===== src/rtl/synapse_current_driver.sv =====
// Weighted synaptic input stage: sums the weights of active spike lines and saturates to 8 bits.
// Define SYN_DECAY_EN for a leaky synaptic trace; the default build is memoryless.
module synapse_current_driver #(
    parameter int unsigned NUM_INPUTS  = 4,
    parameter int unsigned AW          = 2,
    parameter int unsigned DECAY_SHIFT = 2
) (
    input  logic                  clk,
    input  logic                  reset,
    input  logic                  enable,
    input  logic [NUM_INPUTS-1:0] spike_in,
    input  logic                  cfg_we,
    input  logic [AW-1:0]         cfg_addr,
    input  logic [7:0]            cfg_weight,
    output logic [7:0]            current,
    output logic                  sat
);

    localparam int unsigned SW = 8 + $clog2(NUM_INPUTS);
    localparam int unsigned TW = SW + 1;

    logic [7:0]            w [NUM_INPUTS];
    logic [NUM_INPUTS-1:0] spike_q;
    logic [SW-1:0]         sum;
    logic [7:0]            base;
    logic [TW-1:0]         total;
    logic [7:0]            current_next;
    logic                  sat_next;

    // Weight bank; addresses at or beyond NUM_INPUTS match no entry and are dropped.
    always_ff @(posedge clk or posedge reset) begin
        if (reset) begin
            for (int unsigned i = 0; i < NUM_INPUTS; i++) begin
                w[i] <= 8'd0;
            end
        end else if (cfg_we) begin
            for (int unsigned i = 0; i < NUM_INPUTS; i++) begin
                if (32'(cfg_addr) == i) begin
                    w[i] <= cfg_weight;
                end
            end
        end
    end

    always_ff @(posedge clk or posedge reset) begin
        if (reset) begin
            spike_q <= '0;
        end else begin
            spike_q <= enable ? spike_in : '0;
        end
    end

    always_comb begin
        sum = '0;
        for (int unsigned i = 0; i < NUM_INPUTS; i++) begin
            if (spike_q[i]) begin
                sum = sum + SW'(w[i]);
            end
        end
    end

`ifdef SYN_DECAY_EN
    logic [7:0] shifted;
    logic [7:0] dec;

    // Minimum decrement of 1 guarantees a nonzero trace always drains to 0.
    always_comb begin
        shifted = current >> DECAY_SHIFT;
        dec     = shifted;
        if (shifted == 8'd0 && current != 8'd0) begin
            dec = 8'd1;
        end
        base = current - dec;
    end
`else
    assign base = 8'd0;
`endif

    always_comb begin
        total        = TW'(base) + TW'(sum);
        sat_next     = total > TW'(255);
        current_next = sat_next ? 8'hFF : total[7:0];
    end

    always_ff @(posedge clk or posedge reset) begin
        if (reset) begin
            current <= 8'd0;
            sat     <= 1'b0;
        end else if (enable) begin
            current <= current_next;
            sat     <= sat_next;
        end else begin
            sat     <= 1'b0;
        end
    end

endmodule

===== config.mk =====
export PLATFORM = sky130hd
export DESIGN_NAME = synapse_current_driver
export DESIGN_NICKNAME = d
export VERILOG_FILES = /design/src/rtl/synapse_current_driver.sv
export SDC_FILE = /design/constraint.sdc
export NUM_CORES = 1
export LEC_CHECK = 0
export ABC_CLOCK_PERIOD_IN_PS = 6880
export CAP_MARGIN = 20
export CORE_MARGIN = 2
export CORE_UTILIZATION = 35
export DETAILED_ROUTE_END_ITERATION = 16
export DONT_BUFFER_PORTS = 1
export GPL_TIMING_DRIVEN = 0
export HOLD_SLACK_MARGIN = 0.03
export PLACE_DENSITY = 0.6
export SETUP_SLACK_MARGIN = 0.02
export SLEW_MARGIN = 20
export SYNTH_ARGS = -nofsm -noshare
export SYNTH_HDL_FRONTEND = slang
export SYNTH_SLANG_ARGS = --single-unit

===== constraint.sdc =====
create_clock -name clk -period 6.88 [get_ports clk]
set_clock_uncertainty 0.2 [all_clocks]
set_input_delay 0.688 -clock clk [delete_from_list [all_inputs] [get_ports clk]]
set_output_delay 0.688 -clock clk [all_outputs]
set_load 0.03 [all_outputs]

==> run summary, run 1 <==
Outcome
- **status** finished, final reports clean

Power
- **internal power** 0.607 mW
- **Power per Cell Area** 274 nW/um^2
- **relative contribution of the clock network to total power** 20.5%
- **leakage power** 1.55 nW
- **combinational share of power** 39.9%
- **net switching power** 0.352 mW
- **Max IR drop VDD** 0.118 mV
- **share of power burned in registers** 39.6%
- **Pwr Total** 0.959 mW
- **switching part of the total** 36.7%

Floorplan
- **area enclosed by the die boundary** 10100 um^2
- **std cell rows** 35
- **height of the chip** 100 um
- **top-level I/O count** 27
- **DIE WIDTH** 100 um
- **initial core utilization** 35.6%
- **core footprint** 9110 um^2

Setup path
- **type of origin of the critical path** flip-flop
- **number of buffer and inverter stages on the critical path** 1
- **Largest delay share family, worst path** compound AO/OA/AOI/OAI gates
- **worst r2r src** spike_q[0]$_DFF_PP0_
- **CP endpoint kind** flip-flop
- **maximum fanout encountered on the critical timing path** 9
- **launch point of the worst path** spike_q[0]$_DFF_PP0_
- **critical path's most frequent cell** ha_1
- **cells traversed along the worst timing path** and2_1 > ha_1 > inv_1 > fa_1 > nor2b_1 > o31a_1 > o21ai_1 > and3_1 > o21ai_0 > o21ai_0 > ha_1 > or3_1 > a221o_1 > a21oi_1 > o21ai_1 > a21o_1 > ha_1 > a21oi_1 > a2bb2oi_1 > o211a_1 > mux2i_2 > o211ai_4 > a41oi_2
- **arrival time worst endpoint** 5.60 ns
- **critical path type** flip-flop to flip-flop
- **worst path required time** 6.84 ns
- **slowest stage delay, CP** 0.50 ns
- **cell at the slowest stage of the critical path** dfrtp_1

Synth
- **post-synthesis cell count** 325
- **post-synth net total** 371
- **#FFs+latches synth** 45
- **number of flops mapped to enable cells by yosys** 0
- **count of cell types in the netlist** 49
- **fraction of the yosys area taken by sequential cells** 34.7%
- **Main synth FF type** dfrtp_1
- **FFs w/ async S/R, synth** 100%
- **average size of a mapped cell** 9.98 um^2
- **Syn Std Cell Area** 3240 um^2
- **count of synthesis-stage warnings from yosys** 0
- **leading post-synthesis cells by cell area** dfrtp_1, mux2_2, ha_1, o21ai_0, nor2_1
- **post-synthesis cell type with the largest combined area** dfrtp_1
- **portion of synthesized cell area occupied by the leading cell type** 34.7%

STA
- **crit path time final** 5.64 ns
- **Worst Tran Pin Value** 0.764 ns
- **Setup Viol. Count Final** 0
- **Total Negative Setup Slacks** 0 ns
- **Rel. slew slack** 48.9%
- **top achievable clock speed** 177 MHz
- **number of failing hold endpoints at the final stage** 0
- **final clock period utilization by the worst path** 82.0%
- **RSZ-0062 raised after global routing** no
- **count of pins over their slew limit** 0

Clock network
- **TritonCTS clock tree** built
- **number of hold buffers added after cts** 0
- **cell chosen for the clock root** clkbuf_8
- **Num CTS Buffers** 5
- **Clock Latency Late Sink** 0.30 ns
- **buffers inserted during post-CTS setup optimization** 0
- **cells resized by post-CTS repair** 0
- **clock slew at reported path FFs** 0.08 ns
- **count of H-tree levels built during CTS** 2
- **CTS max path bufs** 2
- **CTS sink count** 45

Finish
- **Final Cell Area** 3510 um^2
- **share of final-layout standard cells stronger than drive strength 1** 17.7%
- **diodes inserted** 0
- **area added between synthesis and finish** 8.10%
- **post-layout net count** 379

Global route
- **antenna violations before repair** 0
- **GRT Residual Overflow** 0
- **maximum number of pins on one net before global-route repair** 28
- **first-pass GRT wire length** 11500 um
- **via count of the first global-routing pass** 2294
- **global routing usage summed across all routing layers** 14.3%

Hold path
- **class of the tightest hold or removal check** input pin to async pin

Drt
- **antenna-violating nets left** 0
- **Starting DRT DRC Count** 93
- **routed length per instance** 15.5 um
- **First-pass DRT Iterations** 4
- **total number of vias** 2437
- **aggregate routed wire length** 6880 um
- **drc violations** 0
- **routed via count divided by cell count** 5.49

Placed design
- **total of buffers placed on input and output ports** 0
- **last weighted congestion value of the routability-driven placer** 0.853
- **post-place instance area** 3400 um^2
- **HPWL after detailed placement** 5570 um

Run
- **total of max-cap violations** 0

-- per-layer routing --
layer	GRT usage (%)	vias to the layer above	wire length, um	part of all wire, %
li1	-	1209	-	-
met1	19.0	1195	3250	47
met2	24.2	27	3340	49
met3	2.86	6	214	3.1
met4	3.16	0	66	0.96
met5	0	-	0	0
-- area by class of cell --
cell class,instances,area (um^2)
fillers,925,5600
multi-input cells,258,2030
flip-flops and latches,45,1130
well taps,111,139
clock buffers,5,68.8
inverters,15,56.3
clock inverters,2,35.0
plain buffers,7,27.5
repair buffers,1,20.0
-- flip-flops by register name, summed over array words and instances (netlist names) --
register  count
w            32
spike_q       4
sat           1
current       8
-- power groups by stage --
stage	Sequential [mW]	Clock (mW)	Combinational, mW
finish	0.380	0.196	0.383
global route	0.388	0.214	0.436
global placement	0.385	0	0.373
CTS	0.381	0.203	0.385
detailed placement	0.386	0	0.383
floorplan	0.374	0	0.320
-- cells in the final DEF (no fill, tap or decap), types with 2 or more instances in the layout --
cell type,n
o21ai_1,4
nand3_1,2
xnor2_1,6
a41oi_2,2
fa_1,3
clkbuf_8,5
a21oi_1,16
ha_1,25
nor2b_1,7
a221o_1,2
clkbuf_1,6
inv_1,14
o211a_1,2
nor4b_1,2
nand2b_1,2
or3_1,2
nor3_1,5
nand3b_1,2
o31a_1,3
o21bai_1,3
and2_1,10
a21o_1,8
xor2_1,5
mux2i_1,3
nand2_1,12
mux2_2,41
a31oi_1,6
and3_1,3
a211o_1,2
o21ai_0,24
o21a_1,6
dfrtp_1,45
nor2_1,29
a211oi_1,5
a22oi_1,2
-- through the flow --
stage | setup WS, ns | hold slack (ns) | std cells | utilization (%)
global placement | 1.28 | 0.286 | 436 | 37.1
CTS | 1.17 | 0.0649 | 444 | 38.5
floorplan | 1.97 | 0.273 | 325 | -
global route | 0.812 | 0.0841 | 444 | 38.5
finish | 1.24 | 0.0625 | 444 | 38.5
detailed placement | 1.21 | 0.292 | 437 | 37.4
-- worst paths after layout --
check,cells past startpoint,endpoint,slack (ns)
worst max-delay path,23,current[6]$_DFFE_PP0P_,1.24
worst min-delay path,1,w[19]$_DFFE_PP0P_,0.06
worst max register to register,23,current[6]$_DFFE_PP0P_,1.24
worst min register to register,1,w[26]$_DFFE_PP0P_,0.31
max in group asynchronous,2,current[1]$_DFFE_PP0P_,5.93
min in group clk,1,w[26]$_DFFE_PP0P_,0.31
-- synthesized netlist by cell type, drive strengths merged, types with 3 or more instances --
master,n
a211oi,5
a21o,8
a21oi,16
a31oi,6
and2,10
and3,4
clkbuf,6
dfrtp,45
fa,3
ha,25
inv,15
mux2,41
mux2i,4
nand2,12
nor2,29
nor2b,8
nor3,5
o21a,6
o21ai,29
o21bai,3
o31a,3
xnor2,6
xor2,5
-- cells by family after synthesis --
group / after synthesis / synth area share, %
flip-flops: 45 / 34.7
AO/OA/AOI/OAI: 92 / 19.2
multiplexers: 45 / 15.6
buffers and inverters: 22 / 2.58
XOR/XNOR: 11 / 2.97
adder cells (fa/ha/maj): 28 / 11.5
AND/OR/NAND/NOR: 82 / 13.4
-- worst reg2reg max path, cell delays in order (launching register included) --
cell and delay (ns):
dfrtp_1 0.50, and2_1 0.19, ha_1 0.19, inv_1 0.06, fa_1 0.40, nor2b_1 0.18
o31a_1 0.21, o21ai_1 0.11, and3_1 0.21, o21ai_0 0.14, o21ai_0 0.16, ha_1 0.25
or3_1 0.42, a221o_1 0.29, a21oi_1 0.15, o21ai_1 0.08, a21o_1 0.23, ha_1 0.33
a21oi_1 0.16, a2bb2oi_1 0.27, o211a_1 0.20, mux2i_2 0.08, o211ai_4 0.32, a41oi_2 0.16
No activity file was read; power rests on OpenSTA's default activity.
==> run 2: changes to the inputs <==
- ABC_AREA: not set -> 1
- ABC_CLOCK_PERIOD_IN_PS: 6880 -> 5500
- clock period: 6.88 -> 5.5 ns (I/O delays scaled with it)
==> run summary, run 2 <==
Outcome
- **status** finished, final reports clean

STA
- **RSZ-0062 raised after global routing** no
- **Worst Tran Pin Value** 0.420 ns
- **Rel. slew slack** 72.0%
- **Setup Viol. Count Final** 0
- **Total Negative Setup Slacks** 0 ns
- **crit path time final** 4.68 ns
- **number of failing hold endpoints at the final stage** 0
- **final clock period utilization by the worst path** 85.2%
- **top achievable clock speed** 213 MHz
- **count of pins over their slew limit** 0

Power
- **internal power** 0.607 mW
- **Max IR drop VDD** 0.151 mV
- **switching part of the total** 39.0%
- **share of power burned in registers** 44.6%
- **Power per Cell Area** 272 nW/um^2
- **net switching power** 0.389 mW
- **combinational share of power** 35.1%
- **leakage power** 2.02 nW
- **relative contribution of the clock network to total power** 20.3%

Setup path
- **type of origin of the critical path** flip-flop
- **maximum fanout encountered on the critical timing path** 8
- **worst path required time** 5.48 ns
- **arrival time worst endpoint** 4.67 ns
- **setup slack, reg-to-reg** 0.82 ns
- **critical path type** flip-flop to flip-flop
- **worst r2r src** spike_q[0]$_DFF_PP0_
- **CP endpoint kind** flip-flop
- **FF-to-FF path depth** 25
- **worst reg2reg path endpoint** current[7]$_DFFE_PP0P_

Synth
- **count of cell types in the netlist** 36
- **FFs w/ async S/R, synth** 100%
- **post-synth net total** 521
- **number of flops mapped to enable cells by yosys** 0
- **portion of synthesized cell area occupied by the leading cell type** 33.3%
- **most used standard cells in the synthesized netlist** nand2_1, inv_1, dfrtp_1
- **leading post-synthesis cells by cell area** dfrtp_1, nand2_1, ha_1, inv_1, o21ai_0
- **Main synth FF type** dfrtp_1
- **post-synthesis cell count** 475
- **post-synthesis cell type with the largest combined area** dfrtp_1
- **count of synthesis-stage warnings from yosys** 0
- **most frequently used cell type in the post-synthesis netlist** nand2_1
- **#FFs+latches synth** 45
- **fraction of the yosys area taken by sequential cells** 33.3%
- **average size of a mapped cell** 7.13 um^2
- **Syn Std Cell Area** 3390 um^2

Finish
- **Most flops, register** w
- **area added between synthesis and finish** 8.09%
- **post-layout net count** 530
- **most common cell after layout, fill and taps aside** nand2_1
- **Final Cell Area** 3660 um^2
- **share of final-layout standard cells stronger than drive strength 1** 9.48%
- **diodes inserted** 0
- **flip-flop count of the largest register after layout** 32
- **most frequent cells in the layout** nand2_1, inv_1, dfrtp_1
- **largest registers** w x32, current x8, spike_q x4

Drt
- **Starting DRT DRC Count** 146
- **drc violations** 0
- **aggregate routed wire length** 7690 um
- **routed length per instance** 12.5 um
- **routed via count divided by cell count** 4.78
- **total number of vias** 2936
- **First-pass DRT Iterations** 5
- **antenna-violating nets left** 0

Clock network
- **cells resized by post-CTS repair** 0
- **clock slew at reported path FFs** 0.08 ns
- **CTS max path bufs** 2
- **buffers inserted during post-CTS setup optimization** 0
- **cell chosen for the clock root** clkbuf_8
- **number of hold buffers added after cts** 1
- **TritonCTS clock tree** built
- **Num CTS Buffers** 5
- **Clock Latency Late Sink** 0.30 ns
- **count of H-tree levels built during CTS** 2
- **CTS sink count** 45

Hold path
- **class of the tightest hold or removal check** input pin to flip-flop
- **number of cells on the worst hold path** 2
- **min-delay src** spike_in[1]
- **worst hold path endpoint** spike_q[1]$_DFF_PP0_

Floorplan
- **area enclosed by the die boundary** 10500 um^2
- **std cell rows** 35
- **height of the chip** 102 um
- **initial core utilization** 36.3%
- **DIE WIDTH** 102 um
- **core footprint** 9330 um^2
- **top-level I/O count** 27

Global route
- **global routing usage summed across all routing layers** 16.2%
- **first-pass GRT wire length** 13500 um
- **GRT Residual Overflow** 0
- **via count of the first global-routing pass** 2868
- **antenna violations before repair** 0
- **maximum number of pins on one net before global-route repair** 34

Placed design
- **HPWL after detailed placement** 6250 um
- **total of buffers placed on input and output ports** 0
- **post-place instance area** 3570 um^2
- **last weighted congestion value of the routability-driven placer** 0.890

Run
- **total of max-cap violations** 0

==> run 2: cell count changes after synthesis, sizes merged, moves of 6 or more <==
cell   previous run  this run
nand2            12       167
inv              15        77
mux2             41         0
nand3             2        34
nor2             29        12
o21ai            29        44
or2               0        11
nand4             0         8
nor2b             8         0
a21o              8         1
and2             10         3
a31oi             6         0
==> run 2: final cells by class <==
cell class	instances	area, um^2
clock inverters	2	10.0
repair buffers	2	30.0
flip-flops and latches	45	1130
inverters	78	293
well taps	129	161
multi-input cells	341	1910
plain buffers	11	57.6
fillers	988	5670
clock buffers	6	72.6
==> run 2: through the flow <==
step	total power [mW]	worst slack (ns)	hold WS (ns)	std cells	utilization (%)
after floorplan	0.724	1.46	0.253	475	-
after global placement	0.789	0.891	0.272	604	38.0
after detailed placement	0.799	0.880	0.220	605	38.2
after CTS	1.00	0.829	0.152	614	39.2
after global routing	1.08	0.439	0.147	614	39.2
final	0.996	0.815	0.162	614	39.2
==> run 2: cell families after synthesis <==
| group | after synthesis | synth area share, % |
|---|---|---|
| and+or+nand+nor | 240 | 31.9 |
| adders and majority gates | 28 | 11.0 |
| AOI/OAI and AO/OA | 63 | 10.3 |
| buffers and inverters | 89 | 10.3 |
| xor gates and xnor gates | 10 | 3.14 |
| DFF | 45 | 33.3 |
==> run 2: worst max path at each step <==
stage               cells after the start  slack, ns            startpoint                      to
global route                           29       0.44  spike_q[0]$_DFF_PP0_  current[7]$_DFFE_PP0P_
detailed placement                     25       0.88  spike_q[0]$_DFF_PP0_  current[7]$_DFFE_PP0P_
finish                                 25       0.82  spike_q[0]$_DFF_PP0_  current[7]$_DFFE_PP0P_
CTS                                    25       0.83  spike_q[0]$_DFF_PP0_  current[7]$_DFFE_PP0P_
global placement                       25       0.89  spike_q[0]$_DFF_PP0_  current[7]$_DFFE_PP0P_
floorplan                              25       1.46  spike_q[0]$_DFF_PP0_  current[7]$_DFFE_PP0P_
==> run 2: power groups by stage <==
stage / clock [mW] / combinational [mW] / sequential [mW]
global route: 0.222 / 0.406 / 0.451
global placement: 0 / 0.339 / 0.451
CTS: 0.209 / 0.351 / 0.444
finish: 0.202 / 0.350 / 0.444
floorplan: 0 / 0.283 / 0.441
detailed placement: 0 / 0.348 / 0.451
==> run 2: per-layer routing <==
| layer | up-vias | track usage (%) | share of wire, % |
|---|---|---|---|
| met5 | - | 0 | 0 |
| met4 | 0 | 5.03 | 2.1 |
| met3 | 9 | 1.64 | 3.6 |
| met2 | 67 | 27.1 | 46 |
| met1 | 1356 | 22.1 | 48 |
| li1 | 1504 | - | - |
==> run 2: worst max-delay path, cell delays in order, from the launching register on <==
cell and delay (ns):
dfrtp_1 0.32, buf_2 0.19, nand2_1 0.09, inv_1 0.06, ha_1 0.19, inv_1 0.07
fa_1 0.40, inv_1 0.11, nand3_2 0.07, nand2_2 0.11, xnor2_1 0.12, o21ai_1 0.11
ha_1 0.39, nand2_1 0.12, or2_1 0.26, nand4_1 0.07, nand3_1 0.10, and2_1 0.17
ha_1 0.32, a21oi_1 0.24, o21a_1 0.19, a21oi_4 0.09, xnor2_4 0.28, nand3_1 0.16
nand2_1 0.09, nand2_1 0.05
